--- src/rtl/fetch_queue.sv ---
// -----------------------------------------------------------------------------
// fetch_queue
//   DEPTH-entry instruction buffer between fetch and decode. Each entry holds
//   the PC, the instruction and the destination register field (instr[11:7])
//   extracted at push time. Head outputs are read straight from registered
//   storage, so there is no combinational path from fetch inputs to decode
//   outputs.
//
// Ports
//   clk              in   clock, all state on rising edge
//   rst_n            in   asynchronous active-low reset
//   mispredict_flush in   synchronous flush of all entries
//   fetch_valid      in   fetch offers an entry
//   fetch_pc         in   PC of offered instruction        [XLEN]
//   fetch_instr      in   offered instruction              [ILEN]
//   fetch_ready      out  queue accepts an entry (= !full)
//   if_id_valid      out  head entry present (= !empty)
//   if_id_pc         out  head PC                          [XLEN]
//   if_id_instr      out  head instruction                 [ILEN]
//   if_id_rd         out  head rd field                    [5]
//   decode_ready     in   decode consumes the head
//   count            out  occupancy 0..DEPTH               [CNT_W]
//   full             out  count == DEPTH
//   empty            out  count == 0
//
// Handshake: a transfer happens on a rising edge where both valid and ready
// are high (push = fetch_valid & fetch_ready, pop = if_id_valid &
// decode_ready). Valid never depends on ready in the same cycle; fetch_ready
// is !full only, so a full queue rejects an offer even while it pops.
// -----------------------------------------------------------------------------
module fetch_queue #(
   parameter  int XLEN  = 32,
   parameter  int ILEN  = 32,
   parameter  int DEPTH = 4,
   localparam int CNT_W = $clog2(DEPTH + 1)
) (
   input  logic             clk,
   input  logic             rst_n,
   input  logic             mispredict_flush,
   input  logic             fetch_valid,
   input  logic [XLEN-1:0]  fetch_pc,
   input  logic [ILEN-1:0]  fetch_instr,
   output logic             fetch_ready,
   output logic             if_id_valid,
   output logic [XLEN-1:0]  if_id_pc,
   output logic [ILEN-1:0]  if_id_instr,
   output logic [4:0]       if_id_rd,
   input  logic             decode_ready,
   output logic [CNT_W-1:0] count,
   output logic             full,
   output logic             empty
);

   localparam int PTR_W = $clog2(DEPTH);

   // Storage
   logic [XLEN-1:0]  r_pc_mem    [DEPTH];
   logic [ILEN-1:0]  r_instr_mem [DEPTH];
   logic [4:0]       r_rd_mem    [DEPTH];

   // Pointers wrap naturally because DEPTH is a power of two
   logic [PTR_W-1:0] r_wptr;
   logic [PTR_W-1:0] r_rptr;
   logic [CNT_W-1:0] r_count;

   logic w_full;
   logic w_empty;
   logic w_push;
   logic w_pop;

   assign w_full  = (r_count == CNT_W'(DEPTH));
   assign w_empty = (r_count == '0);
   assign w_push  = fetch_valid & ~w_full;
   assign w_pop   = decode_ready & ~w_empty;

   assign fetch_ready = ~w_full;
   assign if_id_valid = ~w_empty;
   assign full        = w_full;
   assign empty       = w_empty;
   assign count       = r_count;

   // Head is a plain read of storage; stale when empty
   assign if_id_pc    = r_pc_mem[r_rptr];
   assign if_id_instr = r_instr_mem[r_rptr];
   assign if_id_rd    = r_rd_mem[r_rptr];

   // Pointers and occupancy. A flush overrides any push/pop of the same cycle.
   always_ff @(posedge clk or negedge rst_n) begin
      if (!rst_n) begin
         r_wptr  <= '0;
         r_rptr  <= '0;
         r_count <= '0;
      end else if (mispredict_flush) begin
         r_wptr  <= '0;
         r_rptr  <= '0;
         r_count <= '0;
      end else begin
         if (w_push) begin
            r_wptr <= r_wptr + PTR_W'(1);
         end
         if (w_pop) begin
            r_rptr <= r_rptr + PTR_W'(1);
         end
         if (w_push && !w_pop) begin
            r_count <= r_count + CNT_W'(1);
         end else if (w_pop && !w_push) begin
            r_count <= r_count - CNT_W'(1);
         end
      end
   end

   // Entry storage: zeroed on reset, left untouched by a flush
   always_ff @(posedge clk or negedge rst_n) begin
      if (!rst_n) begin
         for (int i = 0; i < DEPTH; i++) begin
            r_pc_mem[i]    <= '0;
            r_instr_mem[i] <= '0;
            r_rd_mem[i]    <= '0;
         end
      end else if (w_push && !mispredict_flush) begin
         r_pc_mem[r_wptr]    <= fetch_pc;
         r_instr_mem[r_wptr] <= fetch_instr;
         // rd is extracted regardless of opcode; decode decides if it is used
         r_rd_mem[r_wptr]    <= fetch_instr[11:7];
      end
   end

endmodule

--- config.mk ---
export PLATFORM = sky130hd
export DESIGN_NAME = fetch_queue
export DESIGN_NICKNAME = d
export VERILOG_FILES = /design/src/rtl/fetch_queue.sv
export SDC_FILE = /design/constraint.sdc
export NUM_CORES = 1
export LEC_CHECK = 0
export BUFFER_PORTS_ARGS = -buffer_cell sky130_fd_sc_hd__buf_2
export CAP_MARGIN = 20
export CORE_ASPECT_RATIO = 0.9
export CORE_MARGIN = 2
export CORE_UTILIZATION = 50
export CTS_CLUSTER_DIAMETER = 150
export DETAILED_ROUTE_END_ITERATION = 12
export HOLD_SLACK_MARGIN = 0.08
export PLACE_DENSITY = 0.7
export RECOVER_POWER = 25
export SLEW_MARGIN = 20
export SYNTH_ARGS = -nofsm -noshare
export SYNTH_HDL_FRONTEND = slang
export SYNTH_SLANG_ARGS = --single-unit
--- constraint.sdc ---
create_clock -name clk -period 4.1 [get_ports clk]
set_clock_uncertainty 0.1 [all_clocks]
set_input_delay 0.41 -clock clk [delete_from_list [all_inputs] [get_ports clk]]
set_output_delay 0.41 -clock clk [all_outputs]
set_load 0.02 [all_outputs]
==> impl_results.md <==
- Peak VDD IR: about 0.37 mV
- Clock insertion delay at the later pin of the skew report: approximately 530 ps
- Required time of the critical path: roughly 4400 ps
- Actual slew at the worst max-slew pin: between 2000 and 2500 ps
- Top_reg_cell synth: sky130_fd_sc_hd__dfrtp_1
- Fraction of final layout cells sized beyond drive strength 1: about three fifths
- Floorplan core area: about 0.025 sq mm
- Clock input transition at the sequential cells of the worst setup and hold paths: 60 ps
- Biggest cell delay along the critical path: 680 ps
- CP Buf/Inv Count: 2
- Startpoint class of the critical path: flop
- Total power divided by cell area: 760 mW/mm^2
- Final-layout fill cell count: around 1900
- Multi-input combinational cell area: 0.00559 sq mm
- Register cell area after layout: about 0.0066 sq mm
- Data arrival at the endpoint of the critical path: 3520 ps
- Largest net degree at the start of global routing: 94
- Crit-path leading delay family: buffers and inverters
- Final antenna diode count: 0
- Die outline width: 173 um
- Yosys warnings: 0
- Iteration-0 DRC Markers: approximately 380
- First-pass GRT wire length: 44.3 mm
- Largest fanout on the critical path: 33
- Area fraction of the dominant cell type after synthesis: approximately half
- Most instantiated library cell after synthesis: sky130_fd_sc_hd__dfrtp_1
- H-tree lvl count: 1
- Worst relative slew slack: -55.4%
- Grt met2 use: 34.3%
- Run status: complete, but fails checks
- Row Count: between 50 and 60
- Sinks on the clock net: approximately 260
- Minimum period implied by the final worst setup slack: roughly 3200 ps
- Master cell of the clock root buffer: sky130_fd_sc_hd__clkbuf_16
- Avg Inst Size Synth: roughly 19 sq um
- Post-synthesis sequential element count: 263
- Crit. End Element: flop
- Cell count after synthesis: between 600 and 700
- Number of max-capacitance violations reported: 1
- Seq/Total Area, Yosys: between 50% and 60%
- Max Slew Vio Count: 93
- Nets: approximately 960
- Final Cycle Share: between 70% and 80%
- Number of global-route vias before repair: 7808
- Number of buffers inserted during clock tree synthesis: 28
- Synth Net Count: 759
- GPL Wtd Cong: about 0.78
- Clock tree from TritonCTS: built
- Number of antenna violations at the first check in global routing: 0
- Antenna Violating Nets Remaining: 0
- Cell area after technology mapping: 0.0128 sq mm
- DRC Markers: 0
- Worst Hold Margin: 136 ps
- Cell taking the most area after synthesis: sky130_fd_sc_hd__dfrtp_1
- I/O pin count: 145
- Type of the most critical hold path: in -> reg
- Maximum buffer depth of the clock tree: 3
- GRT busiest layer: met2
- Most frequent CP cell: sky130_fd_sc_hd__buf_4
- Final wirelength: approximately 27 mm
- Leading cell types by total area after synthesis: sky130_fd_sc_hd__dfrtp_1 51%, sky130_fd_sc_hd__mux2_4 28%, sky130_fd_sc_hd__mux4_2 11%
- Met1 usage: 28.9%
- Number of search-and-repair iterations in the first detailed-routing pass: 4
- Effective utilization at floorplan: 50.9%
- EDFF count, synth: 0
- Maximum clock frequency: 312 MHz
- Post-Place Cells: 1134
- Grt met3 use: 3.31%
- Vertical die dimension: between 150 and 200 um
- LEAKAGE: 7.57 nW
- Detailed-route wire length per cell: 21.4 um
- DR vias/cell: approximately 5.4
- Cell type of the slowest stage on the worst timing path: sky130_fd_sc_hd__buf_4
- Overall die area: 0.0270 sq mm
- Total routing usage reported by global routing: 20.6%
- Total via count in the routed design: 6779
- Chain of cells forming the critical path: or3b_1 > nand3_4 > buf_4 > buf_4 > mux2_2
- I/O Buffers: 144
- Area Overhead vs Synth: 17.5%
- Post-layout instance count excluding filler cells: 1252
- Number of endpoints failing setup at the final stage: 0
- Setup repair after global routing missed its margin: no
- Fraction of registers with async set or reset after synthesis: 100%
- Setup TNS: 0 ps
- Violated checks: capacitance limit, slew limit
- Number of hold violations in the final report: 0
- Synth top cells by count: 263 x sky130_fd_sc_hd__dfrtp_1, 240 x sky130_fd_sc_hd__mux2_4, 64 x sky130_fd_sc_hd__mux4_2
- Count of unique library cells instantiated by Yosys: 35
- Overflow left after global routing: 0
- Category of the critical setup timing path: reg -> reg
- Count of buffers added by post-CTS timing repair for setup: 0
- Final HPWL DP: between 15 and 20 mm
## per-layer routing
layer  part of all wire (%)  vias up
met5                      0        -
met4                    1.8        0
met3                    3.9       35
met2                     49      135
met1                     46     3667
li1                       -     2942
## logic make-up after synthesis
family	Yosys count	synth area share (%)
multiplexers	322	40.9
flip-flops	263	51.3
buffers and inverters	59	5.12
AND/OR/NAND/NOR	18	1.12
AO/OA/AOI/OAI	16	0.897
adder cells (fa/ha/maj)	5	0.546
XOR/XNOR	2	0.137
## cell type report
cell class	count	area share (%)
clock buffers	42	5.53
inverters	9	0.224
flip-flops and latches	263	43.7
clock inverters	10	0.498
well taps	342	2.84
multi-input cells	363	37.1
repair buffers	223	10.1
## worst register-to-register path, delay by kind of cell, from the launching register on
| kind | cells | cell delay [ps] |
|---|---|---|
| muxes | 1 | 430 |
| DFF | 1 | 480 |
| buffers and inverters | 2 | 1270 |
| and+or+nand+nor | 2 | 810 |
## state kept, by name, indices dropped and copies added (netlist names)
register,count
count,3
r_instr_mem,124
r_pc_mem,128
r_rd_mem,4
r_rptr,2
r_wptr,2
## per-stage QoR
step | instance area, sq um | setup slack [ps] | utilization [%] | total power, mW
after floorplan | 12800 | 1630 | - | 7.78
after global placement | 13500 | 982 | 53.7 | 8.75
after detailed placement | 13500 | 902 | 53.7 | 8.99
after CTS | 15100 | 893 | 59.9 | 11.6
after global routing | 15100 | 672 | 59.9 | 12.1
final | 15100 | 891 | 59.9 | 11.5
## final timing paths
kind / startpoint / end / slack, ps / depth (start not counted)
max reg2reg: count[1] / r_instr_mem[96] / 890 / 5
max: count[1] / r_instr_mem[96] / 890 / 5
min reg2reg: r_pc_mem[63] / r_pc_mem[63] / 400 / 1
min in group asynchronous: rst_n / r_instr_mem[70] / 1020 / 2
min: fetch_valid / r_wptr[0] / 140 / 3
max in group asynchronous: rst_n / r_instr_mem[83] / 1240 / 3
## report_power, final
group | leakage (nW) | internal, mW | switching [mW]
logic | 3.80 | 2.65 | 1.95
clock network | 0.458 | 1.46 | 1.01
registers | 3.31 | 3.68 | 0.708
## cells in the final DEF (no fill, tap or decap), types with 2 or more instances in the layout
cell                            synthesis  layout
sky130_fd_sc_hd__dfrtp_1              263     261
sky130_fd_sc_hd__mux2_4               240     240
sky130_fd_sc_hd__buf_2                  9     143
sky130_fd_sc_hd__dlygate4sd3_1          0      66
sky130_fd_sc_hd__mux4_2                64      64
sky130_fd_sc_hd__clkbuf_16              0      29
sky130_fd_sc_hd__mux2_2                17      17
sky130_fd_sc_hd__inv_1                  9       9
sky130_fd_sc_hd__clkinv_2               0       9
sky130_fd_sc_hd__buf_4                  5       9
sky130_fd_sc_hd__nor2_1                 7       7
sky130_fd_sc_hd__clkbuf_1               7       7
sky130_fd_sc_hd__clkbuf_8               0       6
sky130_fd_sc_hd__nand3_4                4       4
sky130_fd_sc_hd__ha_1                   4       4
sky130_fd_sc_hd__buf_12                24       4
sky130_fd_sc_hd__o21ai_0                3       3
sky130_fd_sc_hd__nand3_1                2       2
sky130_fd_sc_hd__a21oi_1                2       2
sky130_fd_sc_hd__o31ai_1                2       2
sky130_fd_sc_hd__xor2_1                 2       2
sky130_fd_sc_hd__dfrtp_4                0       2
## what timing repair did
action	CTS	global route
hold endpoints to repair	347	0
hold buffers	66	0
gates resized for setup	0	0
No activity file was read; power rests on OpenSTA's default activity.
